<file path="src/rtl/ccff_pkg.sv">
// Shared types for the configuration-chain bitstream loader.
// Holds the FSM state encoding and the counter/index width helper.
package ccff_pkg;

  typedef enum logic [2:0] {
    IDLE,
    LOAD,
    VERIFY,
    DONE,
    ERROR
  } state_e;

  function automatic int idx_w(input int n);
    return (n > 1) ? $clog2(n) : 1;
  endfunction

endpackage

</file>
<file path="src/rtl/ccff_word_serializer.sv">
// Word buffer that turns bitstream words into a bit-serial chain feed.
// Owns the occupancy count, s_ready and the head/shift-enable generation.
module ccff_word_serializer
  import ccff_pkg::*;
#(
  parameter int WORD_W = 4
) (
  input  logic              clk,
  input  logic              rst_n,
  input  logic              busy,
  input  logic              flush,
  input  logic              final_shift,
  input  logic [WORD_W-1:0] s_data,
  input  logic              s_valid,
  output logic              s_ready,
  output logic              head,
  output logic              shift_en
);

  localparam int BW = $clog2(WORD_W + 1);

  logic [WORD_W-1:0] sreg;
  logic [BW-1:0]     bits;
  logic              empty;
  logic              last_bit;
  logic              fire;

  assign empty    = (bits == '0);
  assign last_bit = (bits == BW'(1));
  assign shift_en = busy && !empty;
  assign head     = shift_en && sreg[0];

  // No word is taken on the very last shift of the operation
  assign s_ready = busy && !final_shift && (empty || last_bit);
  assign fire    = s_valid && s_ready;

  always_ff @(posedge clk or negedge rst_n) begin
    if (!rst_n) begin
      sreg <= '0;
      bits <= '0;
    end else if (fire) begin
      sreg <= s_data;
      bits <= BW'(WORD_W);
    end else if (flush) begin
      bits <= '0;
    end else if (shift_en) begin
      sreg <= sreg >> 1;
      bits <= bits - BW'(1);
    end
  end

endmodule

</file>
<file path="src/rtl/ccff_bitstream_loader.sv">
// Writer end of the ccff configuration chain: load pass plus optional
// read-back verify pass comparing ccff_tail against the re-sent stream.
module ccff_bitstream_loader
  import ccff_pkg::*;
#(
  parameter int CHAIN_LEN = 10,
  parameter int WORD_W    = 4
) (
  input  logic                         prog_clk,
  input  logic                         pReset_n,
  input  logic                         start,
  input  logic                         verify_en,
  input  logic [WORD_W-1:0]            s_data,
  input  logic                         s_valid,
  output logic                         s_ready,
  output logic                         ccff_head,
  output logic                         ccff_shift_en,
  input  logic                         ccff_tail,
  output logic                         busy,
  output logic                         done,
  output logic                         error,
  output logic [idx_w(CHAIN_LEN)-1:0]  err_idx
);

  localparam int CW = idx_w(CHAIN_LEN);

  state_e        state;
  state_e        state_nx;
  logic [CW-1:0] bit_cnt;
  logic          ver_q;
  logic          mis_q;
  logic          go;
  logic          pass_end;
  logic          final_shift;
  logic          mismatch;

  assign busy  = (state == LOAD) || (state == VERIFY);
  assign done  = (state == DONE);
  assign error = (state == ERROR);
  assign go    = start && !busy;

  assign pass_end    = ccff_shift_en && (bit_cnt == CW'(CHAIN_LEN - 1));
  assign final_shift = pass_end && ((state == VERIFY) || !ver_q);

  // Bit k of the load pass reaches the tail as bit k is re-sent
  assign mismatch = (state == VERIFY) && ccff_shift_en
                 && (ccff_tail != ccff_head);

  ccff_word_serializer #(
    .WORD_W(WORD_W)
  ) u_ser (
    .clk        (prog_clk),
    .rst_n      (pReset_n),
    .busy       (busy),
    .flush      (pass_end || go),
    .final_shift(final_shift),
    .s_data     (s_data),
    .s_valid    (s_valid),
    .s_ready    (s_ready),
    .head       (ccff_head),
    .shift_en   (ccff_shift_en)
  );

  always_comb begin
    state_nx = state;
    unique case (state)
      IDLE, DONE, ERROR: if (start) state_nx = LOAD;
      LOAD:   if (pass_end) state_nx = ver_q ? VERIFY : DONE;
      VERIFY: if (pass_end) state_nx = (mis_q || mismatch) ? ERROR : DONE;
      default: state_nx = IDLE;
    endcase
  end

  always_ff @(posedge prog_clk or negedge pReset_n) begin
    if (!pReset_n) begin
      state   <= IDLE;
      bit_cnt <= '0;
      ver_q   <= 1'b0;
      mis_q   <= 1'b0;
      err_idx <= '0;
    end else begin
      state <= state_nx;
      if (go) begin
        bit_cnt <= '0;
        ver_q   <= verify_en;
        mis_q   <= 1'b0;
        err_idx <= '0;
      end else begin
        if (pass_end) begin
          bit_cnt <= '0;
        end else if (ccff_shift_en) begin
          bit_cnt <= bit_cnt + CW'(1);
        end
        if (mismatch && !mis_q) begin
          mis_q   <= 1'b1;
          err_idx <= bit_cnt;
        end
      end
    end
  end

endmodule

</file>
<file path="config.mk">
export PLATFORM = sky130hd
export DESIGN_NAME = ccff_bitstream_loader
export DESIGN_NICKNAME = d
export VERILOG_FILES = /design/src/rtl/ccff_pkg.sv /design/src/rtl/ccff_word_serializer.sv /design/src/rtl/ccff_bitstream_loader.sv
export SDC_FILE = /design/constraint.sdc
export NUM_CORES = 1
export LEC_CHECK = 0
export ABC_AREA = 1
export ABC_CLOCK_PERIOD_IN_PS = 1600
export CORE_MARGIN = 3
export CORE_UTILIZATION = 47
export DETAILED_ROUTE_END_ITERATION = 10
export GPL_TIMING_DRIVEN = 1
export PLACE_DENSITY = 0.73
export SYNTH_ARGS = -nofsm -noshare
export SYNTH_HDL_FRONTEND = slang
export SYNTH_SLANG_ARGS = --single-unit
</file>
<file path="constraint.sdc">
create_clock -name prog_clk -period 1.6 [get_ports prog_clk]
set_input_delay 0.48 -clock prog_clk [delete_from_list [all_inputs] [get_ports prog_clk]]
set_output_delay 0.48 -clock prog_clk [all_outputs]
set_load 0.02 [all_outputs]
</file>
==> results of run 1 <==
-- synthesized netlist by cell type (all sizes together) --
cell type | number | area share, %
buf | 1 | 0.93
nand2 | 42 | 15
o21ai | 6 | 3.7
nor3 | 2 | 0.83
dfrtp | 20 | 41
nor2 | 9 | 5.1
xor2 | 2 | 1.5
o22ai | 3 | 2.6
nand3 | 16 | 9.3
inv | 25 | 7.8
ha | 5 | 5.2
a21oi | 2 | 0.83
o21a | 1 | 0.62
mux2i | 1 | 0.83
o221ai | 1 | 0.73
nand4 | 6 | 3.1
xnor2 | 1 | 0.73
-- through the flow --
stage | setup WS [ns] | std cells | util (%)
CTS | -0.4348 | 244 | 87.97
detailed placement | -0.5540 | 226 | 73.99
global placement | -0.4886 | 226 | 73.99
floorplan | -0.08283 | 143 | -
-- kinds of logic after synthesis --
group                      after synthesis  synth area share [%]
and+or+nand+nor                         75                 33.09
buffers and inverters                   26                 8.714
DFF                                     20                 41.49
AOI/OAI and AO/OA                       13                 8.506
adders and majority gates                5                 5.187
xor gates and xnor gates                 3                 2.179
muxes                                    1                0.8299
-- timing repair --
item / in CTS
gates resized for setup: 80
setup endpoints to repair: 27
pin swaps: 16
hold endpoints to repair: 0
buffers inserted: 15
cloned: 1
==> results.ini, run 1 <==
[clock_network]
clock-root-buffer = clkbuf_4
hold_buffers = 0
cts_buffers = 3
cts_sinks = 20
h-tree-depth = 1
clk_path_buf_depth = 2

[synth]
avgSynthCellArea_um2 = 8.435
ys.warnings.count = 0
syn_inst = 143
syn-num-nets = 158
syn-cell-area_mm2 = 0.001206
ys_ff_latch = 20
ys_seq_area_share_pct = 41.49
ys_types = 28

[outcome]
stop_stage = global routing (5_1_grt)
tool.error = [ERROR DPL-0033] detailed placement checks failed during check placement.
status = stopped before the end

[die]
ios = 20
rows = 17
die_w_um = 56.66
die_height_um = 56.66
start_util_pct = 52.02

[sta]
grt-worst-endpoint = s_ready
endpoint_type = top-level output

[place]
dpl_cell_area_mm2 = 0.001715
hpwl_mm = 2.275
io_buffer_count = 19
gp_congestion = 0.7936

[global_route]
antenna_found_initial = 0
grt_max_degree = 21

==> run 2, diff against run 1 <==
- ABC_CLOCK_PERIOD_IN_PS: 1600 -> 2100
- CORE_AREA: default -> 3 3 64 66
- CORE_MARGIN: 3 -> default
- CORE_UTILIZATION: 47 -> default
- DIE_AREA: default -> 0 0 67 69
- PLACE_DENSITY: 0.73 -> default
- PLACE_DENSITY_LB_ADDON: default -> 0.15
- clock period: 1.6 -> 2.1 ns (I/O delays scaled with it)
==> run 2 against run 1 <==
Effect of this change:
- the flow now finishes, with violations (setup timing)
- synthesized cell count is the same
- synthesized area did not move
==> results.ini, run 2 <==
[worst_setup_path]
worstPathMaxFanout = 4
start_kind = flop
critPathRequiredTime_ns = 1.47
end_kind = output pin
rr_endpoint = u_ser.sreg[1]
reg2reg_setup_slack_ns = 0.37
crit_slowest_cell = dfrtp_1
slowest_delay_ns = 0.43
path_cells = inv_2 -> nand3_4 -> nand2_4 -> nand2_4 -> nor2_4 -> o21ai_4 -> nand2_1 -> nor2_2 -> buf_6
worstSetupPathType = reg -> out
cpLargestDelayFamily = simple AND/OR/NAND/NOR gates
cp_data_arrival_time_ns = 1.49
r2r_cells = 12
r2r_start = state[0]
crit_buf_inv = 2
critPathMostFrequentCell = nand2_4

[global_route]
track_usage_pct = 12.66
grt_overflow = 0
antenna_found_initial = 0
grt_pass1_wl_mm = 4.650
grt_pass1_vias = 1057
grt_max_degree = 21

[finish]
seq_area_um2 = 501.7
n_antenna_cell = 0
fin_nets = 211
layout_common_cells = nand2_1 (37), buf_4 (31), inv_1 (19), dfrtp_1 (19), clkdlybuf4s50_1 (13)
drive_gt1_share_pct = 35.57
stdcell_area_mm2 = 0.001724
stdcell_count = 242
area_growth_pct = 42.95
fill_cells = 379
final_common_cell = nand2_1
multi_input_area_um2 = 633.1
reg.largest.list = bit_cnt x4, err_idx x4, u_ser.sreg x4

[synth]
synth-edff-count = 0
synthArstFlopShare_pct = 100.0
ys_seq_area_share_pct = 41.49
synth_simple_gate_area_share_pct = 33.09
ys.warnings.count = 0
synth_area_leaders = dfrtp_1 (41%), nand2_1 (12%), inv_1 (6.5%)
syn-num-nets = 158
ys_ff_latch = 20
synth_compound_area_share_pct = 8.506
synthXorXnorAreaFrac_pct = 2.178
synth_top_family_by_area = simple AND/OR/NAND/NOR gates
yosys.area.top_type = dfrtp_1
syn_inst = 143
ys_types = 28
muxShareOfSynthArea_pct = 0.8299
yosys.area.top_type_share_pct = 41.49
synthAdderAreaFrac_pct = 5.187
synth_common_cells = nand2_1 (38), inv_1 (21), dfrtp_1 (20)
yosysMostFrequentCell = nand2_1
avgSynthCellArea_um2 = 8.435
syn-cell-area_mm2 = 0.001206
synth_flop_cell = dfrtp_1

[min_path]
holdCritStartpoint = err_idx[0]
hp-class = reg -> reg
holdPathEnd = err_idx[0]
min_delay_path_depth = 2

[run]
cap_violations = 0

[place]
dpl_cell_area_mm2 = 0.001640
io_buffer_count = 19
gp_congestion = 0.8223
dp_cells = 235
hpwl_mm = 2.092
post-place-ws_ns = -0.2217

[clock_network]
clock_latency_ns = 0.26
tritoncts = done
clock-root-buffer = clkbuf_8
cts_sinks = 20
h-tree-depth = 1
clk_path_buf_depth = 2
cts_buffers = 3
path_clk_slew_ns = 0.07

[route]
route.detailed.drc = 0
vias = 1076
avgViaCountPerCell = 4.446
totalWireLength_mm = 2.675
dr.pass1.iters = 4
drt_iter0_drc = 46
wl_per_cell_um = 11.05
postRouteAntennaNets = 0

[pwr]
powerDensity_mw_per_mm2 = 1453
vdd_drop_max_mv = 0.7506
power.leakage_nw = 0.8966

[die]
start_util_pct = 33.20
die_w_um = 67
die-area_mm2 = 0.004623
core_area_mm2 = 0.003633
die_height_um = 69
rows = 22
ios = 20

[sta]
fin_crit_ns = 2.118
hold_viol = 0
finalCritPeriodShare_pct = 100.8
slew_headroom_pct = 81.62
hold_slack_ns = 0.4738
fin_tns_setup_ns = -0.01761
rsz0062_at_grt = yes
skew_ns = 0.004219
tightest_slew_ns = 0.2754
setup_viol = 1
worst_slack_ns = -0.01761
slew_viol_final = 0
max_freq_ghz = 0.4722

[outcome]
violations = setup timing
status = finished, violations left

[run 2: worst max-delay path by stage]
stage,startpoint,endpoint,cells after the start
floorplan,u_ser.bits[0],s_ready,8
detailed placement,u_ser.bits[0],s_ready,9
CTS,state[0],s_ready,9
global route,state[0],s_ready,9
finish,state[0],s_ready,9
global placement,u_ser.bits[0],s_ready,9
[run 2: cell families after synthesis]
| logic type | Yosys count |
|---|---|
| compound gates | 13 |
| xor+xnor | 3 |
| fa+ha+maj | 5 |
| buf+inv | 26 |
| flops | 20 |
| mux | 1 |
| simple gates | 75 |
[run 2: per-stage QoR]
stage | util [%] | total power, mW
finish | 47.45 | 2.505
global route | 47.45 | 2.745
floorplan | - | 1.549
global placement | 45.14 | 2.147
CTS | 46.25 | 2.428
detailed placement | 45.14 | 2.176
[run 2: what timing repair did]
action / CTS / global route
setup endpoints to repair: 6 / 5
buffers inserted: 1 / 3
hold buffers: 0 / 0
resized for setup: 22 / 16
pin swaps: 1 / 2
[run 2: worst register-to-register path, cell delays in order, from the launching register on]
cell and delay, ns:
dfrtp_1 0.43, inv_2 0.10, nand3_4 0.08, nand2_4 0.11
nand2_4 0.06, buf_4 0.15, inv_2 0.05, buf_4 0.11
nand3_2 0.22, nand2_1 0.13, nand3_1 0.08, nand2_1 0.06
inv_1 0.04
[run 2: power by group]
group          internal, mW  switching [mW]  leakage [nW]
sequential            0.522          0.0862         0.263
combinational         0.746           0.896         0.613
clock                 0.128           0.127        0.0216
[run 2: layout make-up]
cell class	count	area share [%]
multi-input combinational	97	36.72
timing repair buffer	49	22.86
sequential	20	29.10
clock buffer	3	2.395
inverter	25	5.443
tap	48	3.483
[run 2: metal layers]
metal	GRT usage, %	vias up	part of all wire, %
li1	-	558	-
met1	16.36	499	46
met2	21.18	15	49
met3	3.420	4	4.2
met4	2.027	0	0.71
met5	0	-	0
No activity file was read; power rests on OpenSTA's default activity.
==> run 3, diff against run 2 <==
- SETUP_SLACK_MARGIN: default -> 0.4
==> run 3 against run 2 <==
Effect of this change:
- the flow now finishes without violations
- clock power is 2% lower
- power is 32% higher
- count of clock-buffer cells in the layout stayed put
- clock skew is 0.0024 ns lower
- first-iteration DRC count is 57% lower
- largest cell class unchanged
- register-to-register slack worse by 0.16 ns
- die area stayed put
- sequential power is 3.5% higher
- critical path type unchanged
- critical path depth is 1 lower
==> results.ini, run 3 (same netlist as run 2, synthesis figures left out) <==
[sta]
hold_slack_ns = 0.4730
slew_headroom_pct = 80.19
slew_viol_final = 0
setup_viol = 0
fin_crit_ns = 2.081
hold_viol = 0
max_freq_ghz = 0.4806
tightest_slew_ns = 0.2963
skew_ns = 0.001823
rsz0062_at_grt = yes
finalCritPeriodShare_pct = 99.09
fin_tns_setup_ns = 0

[clock_network]
h-tree-depth = 1
tritoncts = done
hold_buffers = 0
clock-root-buffer = clkbuf_8
path_clk_slew_ns = 0.07
cts_sinks = 20
cts_buffers = 3
clock_latency_ns = 0.25
clk_path_buf_depth = 2

[finish]
drive_gt1_share_pct = 50.48
fill_cells = 337
n_antenna_cell = 0
area_growth_pct = 72.41
final_common_cell = nand2_1
reg.largest.list = bit_cnt x4, err_idx x4, u_ser.sreg x4
layout_common_cells = nand2_1 (32), buf_4 (31), buf_6 (20), dfrtp_1 (18), inv_1 (14)
fin_nets = 227

[die]
ios = 20
die_w_um = 67
rows = 22
die_height_um = 69
start_util_pct = 33.20
die-area_mm2 = 0.004623
core_area_mm2 = 0.003633

[route]
route.detailed.drc = 0
vias = 1162
wl_per_cell_um = 11.79
avgViaCountPerCell = 4.504
postRouteAntennaNets = 0
drt_iter0_drc = 20
dr.pass1.iters = 4
totalWireLength_mm = 3.041

[pwr]
powerDensity_mw_per_mm2 = 1593
vdd_drop_max_mv = 0.7766
power.leakage_nw = 1.020

[worst_setup_path]
worstPathMaxFanout = 4
end_kind = output pin
slowest_delay_ns = 0.45
crit_slowest_cell = dfrtp_2
path_cells = inv_2 -> nand3_4 -> nand2_4 -> buf_4 -> buf_4 -> nand2_2 -> nor2_4 -> buf_6
worstSetupPathType = reg -> out
start_kind = flop
critPathMostFrequentCell = buf_4
cp_data_arrival_time_ns = 1.45
critPathRequiredTime_ns = 1.47

[place]
hpwl_mm = 2.102
gp_congestion = 0.7784
io_buffer_count = 19

[global_route]
grt_overflow = 0
grt_max_degree = 21
grt_pass1_vias = 1237
antenna_found_initial = 0
track_usage_pct = 14.85
grt_pass1_wl_mm = 5.451

[outcome]
status = finished, final reports clean

[run]
cap_violations = 0

[min_path]
hp-class = reg -> reg

==> run 3: cell types whose count changed in the layout (fill, tap and decap cells not counted), sizes merged <==
cell,before,now
clkdlybuf4s50,13,9
nand3,16,17
clkbuf,4,3
inv,25,24
dlygate4sd2,0,4
buf,35,51
clkinvlp,0,1
==> run 3: path summary, 6_finish.rpt <==
check                           start    endpoint  slack [ns]  depth (start not counted)
setup / recovery             state[0]     s_ready        0.02                          8
hold / removal             err_idx[3]  err_idx[3]        0.47                          2
setup reg to reg             state[0]  err_idx[1]        0.21                         14
hold reg to reg            err_idx[3]  err_idx[3]        0.47                          2
max in group asynchronous    pReset_n    state[1]        1.15                          2
min in group asynchronous    pReset_n  err_idx[2]        0.72                          2
==> run 3: what timing repair did <==
| item | 4_1_cts | 5_1_grt |
|---|---|---|
| cloned | 1 | 0 |
| pin swaps | 20 | 18 |
| resized for setup | 72 | 28 |
| setup buffers | 10 | 8 |
| setup endpoints to repair | 19 | 24 |
==> run 3: worst max-delay path: cells and delay by family (launching register included) <==
| kind | cells | cell delay (ns) |
|---|---|---|
| buf+inv | 4 | 0.42 |
| flops | 1 | 0.45 |
| simple gates | 4 | 0.33 |
==> run 3: metal layers <==
layer / vias to the layer above / part of all wire, % / GRT usage, %
met3: 4 / 3.7 / 3.909
met2: 14 / 53 / 26.64
met4: 0 / 1.2 / 3.153
met1: 551 / 42 / 17.19
li1: 593 / - / -
met5: - / 0 / 0
==> run 3: cell type report <==
cell class	count	area (um2)	share of cell area, %
Tap cell	48	60.06	2.888
Sequential cell	20	503.0	24.19
Clock buffer	3	41.29	1.986
Inverter	25	105.1	5.054
Timing Repair Buffer	64	583.1	28.04
Multi-Input combinational cell	98	787.0	37.85
==> run 3: power breakdown <==
group	total, mW	switching [mW]	internal, mW
Clock	0.251	0.123	0.128
Combinational	2.43	1.20	1.24
Sequential	0.629	0.104	0.524
==> run 3: metrics by stage <==
step	worst slack (ns)	cell area (um2)	power (mW)	instances	utilization, %
6_report	0.01913	2079	3.312	258	57.23
2_1_floorplan	0.2672	1224	1.591	143	-
5_1_grt	-0.05271	2079	3.601	258	57.23
3_3_place_gp	-0.1484	1665	2.207	236	45.83
3_5_place_dp	-0.1777	1665	2.237	236	45.83
4_1_cts	0.0001935	1918	2.962	250	52.79
